===== src/rtl/fp_sub32_seq.sv =====
// Multi-cycle fp32 subtractor D = A - B: iterative align, add, one-bit normalize.
// Define FPSUB32_BARREL_ALIGN_EN to align in one cycle with a barrel shifter.
module fp_sub32_seq (
  input  logic        clk,
  input  logic        rst,
  input  logic        start,
  input  logic [31:0] A,
  input  logic [31:0] B,
  output logic        busy,
  output logic        done,
  output logic [31:0] D,
  output logic [2:0]  flags
);

  typedef enum logic [2:0] {
    S_IDLE, S_SPEC, S_ALIGN, S_ADD, S_NORM
  } state_t;

  state_t      state_q, state_d;
  logic        ph_q, ph_d;
  logic        sa_q, sa_d, sb_q, sb_d;
  logic [7:0]  ea_q, ea_d, eb_q, eb_d;
  logic [24:0] ma_q, ma_d, mb_q, mb_d;
  logic        busy_q, busy_d, done_q, done_d;
  logic [31:0] res_q, res_d;
  logic [2:0]  flg_q, flg_d;

  logic        in_spec;
  logic        a_nan, b_nan, a_inf, b_inf, a_zero, b_zero;
  logic [31:0] spec_res;
  logic [2:0]  spec_flg;
  logic [7:0]  d_ab, d_ba;

  assign in_spec = (A[30:23] == 8'h00) || (A[30:23] == 8'hFF)
                || (B[30:23] == 8'h00) || (B[30:23] == 8'hFF);

  assign a_nan  = (ea_q == 8'hFF) && (ma_q[22:0] != 23'd0);
  assign b_nan  = (eb_q == 8'hFF) && (mb_q[22:0] != 23'd0);
  assign a_inf  = (ea_q == 8'hFF) && (ma_q[22:0] == 23'd0);
  assign b_inf  = (eb_q == 8'hFF) && (mb_q[22:0] == 23'd0);
  assign a_zero = (ea_q == 8'h00);
  assign b_zero = (eb_q == 8'h00);
  assign d_ab   = ea_q - eb_q;
  assign d_ba   = eb_q - ea_q;

  // sb_q already carries the inverted sign of B, so -B is {sb_q, B}
  always_comb begin
    spec_res = {sa_q, ea_q, ma_q[22:0]};
    spec_flg = 3'b000;
    if (a_nan || b_nan) begin
      spec_res = 32'h7FC00000;
      spec_flg = 3'b100;
    end else if (a_inf && b_inf && (sa_q != sb_q)) begin
      spec_res = 32'h7FC00000;
      spec_flg = 3'b100;
    end else if (a_inf) begin
      spec_res = {sa_q, 8'hFF, 23'd0};
    end else if (b_inf) begin
      spec_res = {sb_q, 8'hFF, 23'd0};
    end else if (a_zero && b_zero) begin
      spec_res = {sa_q & sb_q, 31'd0};
    end else if (a_zero) begin
      spec_res = {sb_q, eb_q, mb_q[22:0]};
    end
  end

  always_comb begin
    state_d = state_q;
    ph_d    = ph_q;
    sa_d    = sa_q;
    sb_d    = sb_q;
    ea_d    = ea_q;
    eb_d    = eb_q;
    ma_d    = ma_q;
    mb_d    = mb_q;
    busy_d  = busy_q;
    done_d  = 1'b0;
    res_d   = res_q;
    flg_d   = flg_q;
    unique case (state_q)
      S_IDLE: begin
        if (start) begin
          sa_d    = A[31];
          sb_d    = ~B[31];
          ea_d    = A[30:23];
          eb_d    = B[30:23];
          ma_d    = {2'b01, A[22:0]};
          mb_d    = {2'b01, B[22:0]};
          ph_d    = 1'b0;
          busy_d  = 1'b1;
          state_d = in_spec ? S_SPEC : S_ALIGN;
        end
      end
      S_SPEC: begin
        // two-cycle bypass so special results share a fixed latency of 2
        ph_d = 1'b1;
        if (ph_q) begin
          res_d   = spec_res;
          flg_d   = spec_flg;
          done_d  = 1'b1;
          busy_d  = 1'b0;
          state_d = S_IDLE;
        end
      end
      S_ALIGN: begin
`ifdef FPSUB32_BARREL_ALIGN_EN
        if (ea_q > eb_q) begin
          mb_d = (d_ab > 8'd24) ? 25'd0 : (mb_q >> d_ab);
          eb_d = ea_q;
        end else if (eb_q > ea_q) begin
          ma_d = (d_ba > 8'd24) ? 25'd0 : (ma_q >> d_ba);
          ea_d = eb_q;
        end
        state_d = S_ADD;
`else
        if (ea_q == eb_q) begin
          state_d = S_ADD;
        end else if (ea_q > eb_q) begin
          mb_d = (d_ab > 8'd24) ? 25'd0 : (mb_q >> 1);
          eb_d = (d_ab > 8'd24) ? ea_q : eb_q + 8'd1;
        end else begin
          ma_d = (d_ba > 8'd24) ? 25'd0 : (ma_q >> 1);
          ea_d = (d_ba > 8'd24) ? eb_q : ea_q + 8'd1;
        end
`endif
      end
      S_ADD: begin
        if (sa_q == sb_q) begin
          ma_d = ma_q + mb_q;
        end else if (ma_q >= mb_q) begin
          ma_d = ma_q - mb_q;
        end else begin
          ma_d = mb_q - ma_q;
          sa_d = sb_q;
        end
        state_d = S_NORM;
      end
      S_NORM: begin
        if (ma_q == 25'd0) begin
          res_d   = 32'h0;
          flg_d   = 3'b000;
          done_d  = 1'b1;
        end else if (ma_q[24]) begin
          ma_d = ma_q >> 1;
          ea_d = ea_q + 8'd1;
          if (ea_q == 8'd254) begin
            res_d  = {sa_q, 8'hFF, 23'd0};
            flg_d  = 3'b010;
            done_d = 1'b1;
          end
        end else if (!ma_q[23]) begin
          ma_d = ma_q << 1;
          ea_d = ea_q - 8'd1;
          if (ea_q == 8'd1) begin
            res_d  = {sa_q, 31'd0};
            flg_d  = 3'b001;
            done_d = 1'b1;
          end
        end else begin
          res_d  = {sa_q, ea_q, ma_q[22:0]};
          flg_d  = 3'b000;
          done_d = 1'b1;
        end
        if (done_d) begin
          busy_d  = 1'b0;
          state_d = S_IDLE;
        end
      end
      default: state_d = S_IDLE;
    endcase
  end

  always_ff @(posedge clk) begin
    if (rst) begin
      state_q <= S_IDLE;
      ph_q    <= 1'b0;
      sa_q    <= 1'b0;
      sb_q    <= 1'b0;
      ea_q    <= 8'd0;
      eb_q    <= 8'd0;
      ma_q    <= 25'd0;
      mb_q    <= 25'd0;
      busy_q  <= 1'b0;
      done_q  <= 1'b0;
      res_q   <= 32'h0;
      flg_q   <= 3'b000;
    end else begin
      state_q <= state_d;
      ph_q    <= ph_d;
      sa_q    <= sa_d;
      sb_q    <= sb_d;
      ea_q    <= ea_d;
      eb_q    <= eb_d;
      ma_q    <= ma_d;
      mb_q    <= mb_d;
      busy_q  <= busy_d;
      done_q  <= done_d;
      res_q   <= res_d;
      flg_q   <= flg_d;
    end
  end

  assign busy  = busy_q;
  assign done  = done_q;
  assign D     = res_q;
  assign flags = flg_q;

endmodule


===== config.mk =====
export PLATFORM = sky130hd
export DESIGN_NAME = fp_sub32_seq
export DESIGN_NICKNAME = d
export VERILOG_FILES = /design/src/rtl/fp_sub32_seq.sv
export SDC_FILE = /design/constraint.sdc
export NUM_CORES = 1
export LEC_CHECK = 0
export CORE_MARGIN = 2
export CORE_UTILIZATION = 57
export DETAILED_ROUTE_END_ITERATION = 8
export PLACE_DENSITY_LB_ADDON = 0.05
export SLEW_MARGIN = 20
export SYNTH_ARGS = -nofsm -noshare
export SYNTH_HDL_FRONTEND = slang
export SYNTH_SLANG_ARGS = --single-unit

===== constraint.sdc =====
create_clock -name clk -period 7.5 [get_ports clk]
set_input_delay 0.75 -clock clk [delete_from_list [all_inputs] [get_ports clk]]
set_output_delay 0.75 -clock clk [all_outputs]
set_load 0.02 [all_outputs]

==> impl_metrics.json <==
{
  "status": "finished, violations left",
  "violations": "DRC",
  "routed-via-count": 11591,
  "root_buffer": "clkbuf_16",
  "synth_area_um2": 10400,
  "synth_edf_count": 0,
  "die_h_um": 139,
  "setup_viol": 0,
  "synth.avg_cell_area_um2": 7.40,
  "route.detailed.drc": 2,
  "share_seq_of_total_power": 0.190,
  "worstPathMaxFanout": 24,
  "rsz0062_at_grt": "false",
  "drt_iter0_markers": 1697,
  "netlist_top_cells_count": "nor2_1 (159), a21oi_1 (128), dfxtp_1 (108)",
  "cts_tree": "built",
  "layout-drive-gt1-share": 0.0472,
  "grt_pass1_wl_mm": 60.4,
  "startpoint": "ea_q[1]$_SDFFE_PP0P_",
  "cts.clk_slew.worst_paths_ps": 90,
  "worst_pin_slew_ps": 1160,
  "fmax_ghz": 0.235,
  "ir_drop_mv": 0.278,
  "yosysTopAreaCell": "dfxtp_1",
  "synth_most_common_cell": "nor2_1",
  "finalHoldViolations": 0,
  "vias_per_cell": 6.94,
  "drv_slew": 0,
  "critPathRequiredTime_ps": 7740,
  "stdcell_count": 1670,
  "path_class": "register to register",
  "setup_tns_ps": 0,
  "area_growth_pct": 12.8,
  "period_share": 0.568,
  "core-area_um2": 17900,
  "post-route-min-period_ps": 4260,
  "clock_path_buffers": 2,
  "synthCells": 1401,
  "htreeDepth": 3,
  "ioPinCount": 104,
  "die_x_um": 139,
  "clk_latency_ps": 370,
  "yosys_register_bits": 108,
  "fin_skew_ps": 15.1,
  "hold_start": "D[30]$_SDFFE_PP0P_",
  "p_int_uw": 2450,
  "grt_pass1_vias": 10425,
  "nets": 1605,
  "die-area_um2": 19300,
  "finalInstanceArea_um2": 11700,
  "power.share.clock": 0.094,
  "synth_top_cell_area_share": 0.209,
  "start_util": 0.579,
  "critPathLaunchType": "register",
  "gp_congestion": 1.09,
  "dpl_cell_area_um2": 11400,
  "leakagePower_uw": 0.00453,
  "synth_nets": 1570,
  "track_usage": 0.391,
  "switching_power_uw": 3140,
  "post_cts_buffers": 0,
  "antenna_found_initial": 0,
  "drt-pass1-iter-count": 9,
  "async_flop_share": 0,
  "row_count": 49,
  "cts_made_buffers": 9,
  "yosys_warnings": 0,
  "final_antenna_net_count": 0,
  "r2r-start": "ea_q[1]$_SDFFE_PP0P_",
  "synth_cell_types": 86,
  "endpoint_kind": "register",
  "swShare": 0.562,
  "p_per_area_nw_per_um2": 478,
  "ys_dominant_reg_cell": "dfxtp_1",
  "hold_path.class": "register to register",
  "pwr-share-comb": 0.716,
  "overflow": 0,
  "num_antenna_cells": 0,
  "wl_per_cell_um": 23.4,
  "ys_seq_area_frac": 0.209,
  "grt_max_degree": 73,
  "dp.final_hpwl_mm": 28.7,
  "drv_cap": 0,
  "arrival_ps": 4490,
  "port_buffers": 103,
  "cts.sinks": 108,
  "synth.top_cells.by_area": "dfxtp_1 (21%), ha_1 (12%), a21oi_1 (6.2%), nor2_1 (5.8%), a222oi_1 (4.0%)",
  "hold_buffers": 0,
  "wl_mm": 39.1,
  "relSlewSlack": 0.230,
  "placedCellCount": 1654,
  "cts-resized-gates": 0
}
[flip-flops by register name (all words and copies together) (netlist names)]
register and flops:
mb_q 24, ph_q 1, busy 1, sb_q 1
done 1, state_q 3, eb_q 8, D 32
flags 3, ea_q 8, ma_q 25, sa_q 1
[cell families after synthesis]
group | count (synthesis) | synth area share
compound gates | 475 | 0.324
simple gates | 459 | 0.206
buf+inv | 195 | 0.0806
flops | 108 | 0.209
fa+ha+maj | 102 | 0.126
xor+xnor | 46 | 0.0389
mux | 16 | 0.0159
[worst paths after layout]
check,end,slack (ps),cells past startpoint
min,D[30]$_SDFFE_PP0P_,460,2
max,ma_q[16]$_SDFFE_PP0P_,3240,13
min reg2reg,D[30]$_SDFFE_PP0P_,460,2
max reg2reg,ma_q[16]$_SDFFE_PP0P_,3240,13
[worst max-delay path, cell delays in order, from the launching register on]
cell and delay (ps):
dfxtp_1 680, inv_1 270, ha_1 370, nor2b_1 140, o21a_1 170, o21a_1 200
o31ai_1 280, a21oi_1 180, and2_1 250, a21oi_2 650, buf_4 410, nand2_1 120
a221oi_1 270, o22ai_1 110
[power groups by stage]
| stage | combinational [uW] | clock [uW] | sequential [uW] |
|---|---|---|---|
| after detailed placement | 3840 | 0 | 1050 |
| after CTS | 3860 | 519 | 1040 |
| final | 4000 | 525 | 1060 |
| after global routing | 4330 | 544 | 1070 |
| after global placement | 3790 | 0 | 1050 |
| after floorplan | 3020 | 0 | 906 |
[through the flow]
step	worst slack [ps]	hold WS, ps	utilization	total power (uW)
after detailed placement	3380	446	0.635	4890
after floorplan	4340	493	-	3930
after CTS	3340	457	0.653	5420
final	3240	461	0.653	5590
after global routing	2950	482	0.653	5950
after global placement	3480	445	0.634	4840
[area by class of cell]
class,instances,area [um^2]
Tap cell,229,287
Clock inverter,7,91.3
Sequential cell,108,2160
Inverter,101,379
Multi-Input combinational cell,1098,7400
Fill cell,1644,6210
Timing Repair Buffer,118,1140
Clock buffer,9,225
[metal layers]
layer,vias to the layer above,share of wire,GRT usage
met4,0,0.049,0.149
met1,5367,0.41,0.552
met3,129,0.12,0.0815
met5,-,0,0
met2,812,0.42,0.586
li1,5283,-,-
[cell usage in the layout, fill, tap and decap left out, drive strengths merged, types with 12 or more instances in the layout]
master / instances
nor4: 27
nor2: 160
a222oi: 41
o21ai: 74
nand2b: 15
nor3: 55
clkdlybuf4s50: 102
a21o: 18
ha: 98
nand2: 108
inv: 99
a21oi: 128
buf: 16
o211ai: 14
o31ai: 12
a221oi: 39
mux2i: 12
nand4: 18
o22ai: 13
a211oi: 22
nand3: 27
a31oi: 16
dfxtp: 108
xnor2: 40
nor2b: 13
Note: power is estimated with default switching activity, not from simulation.
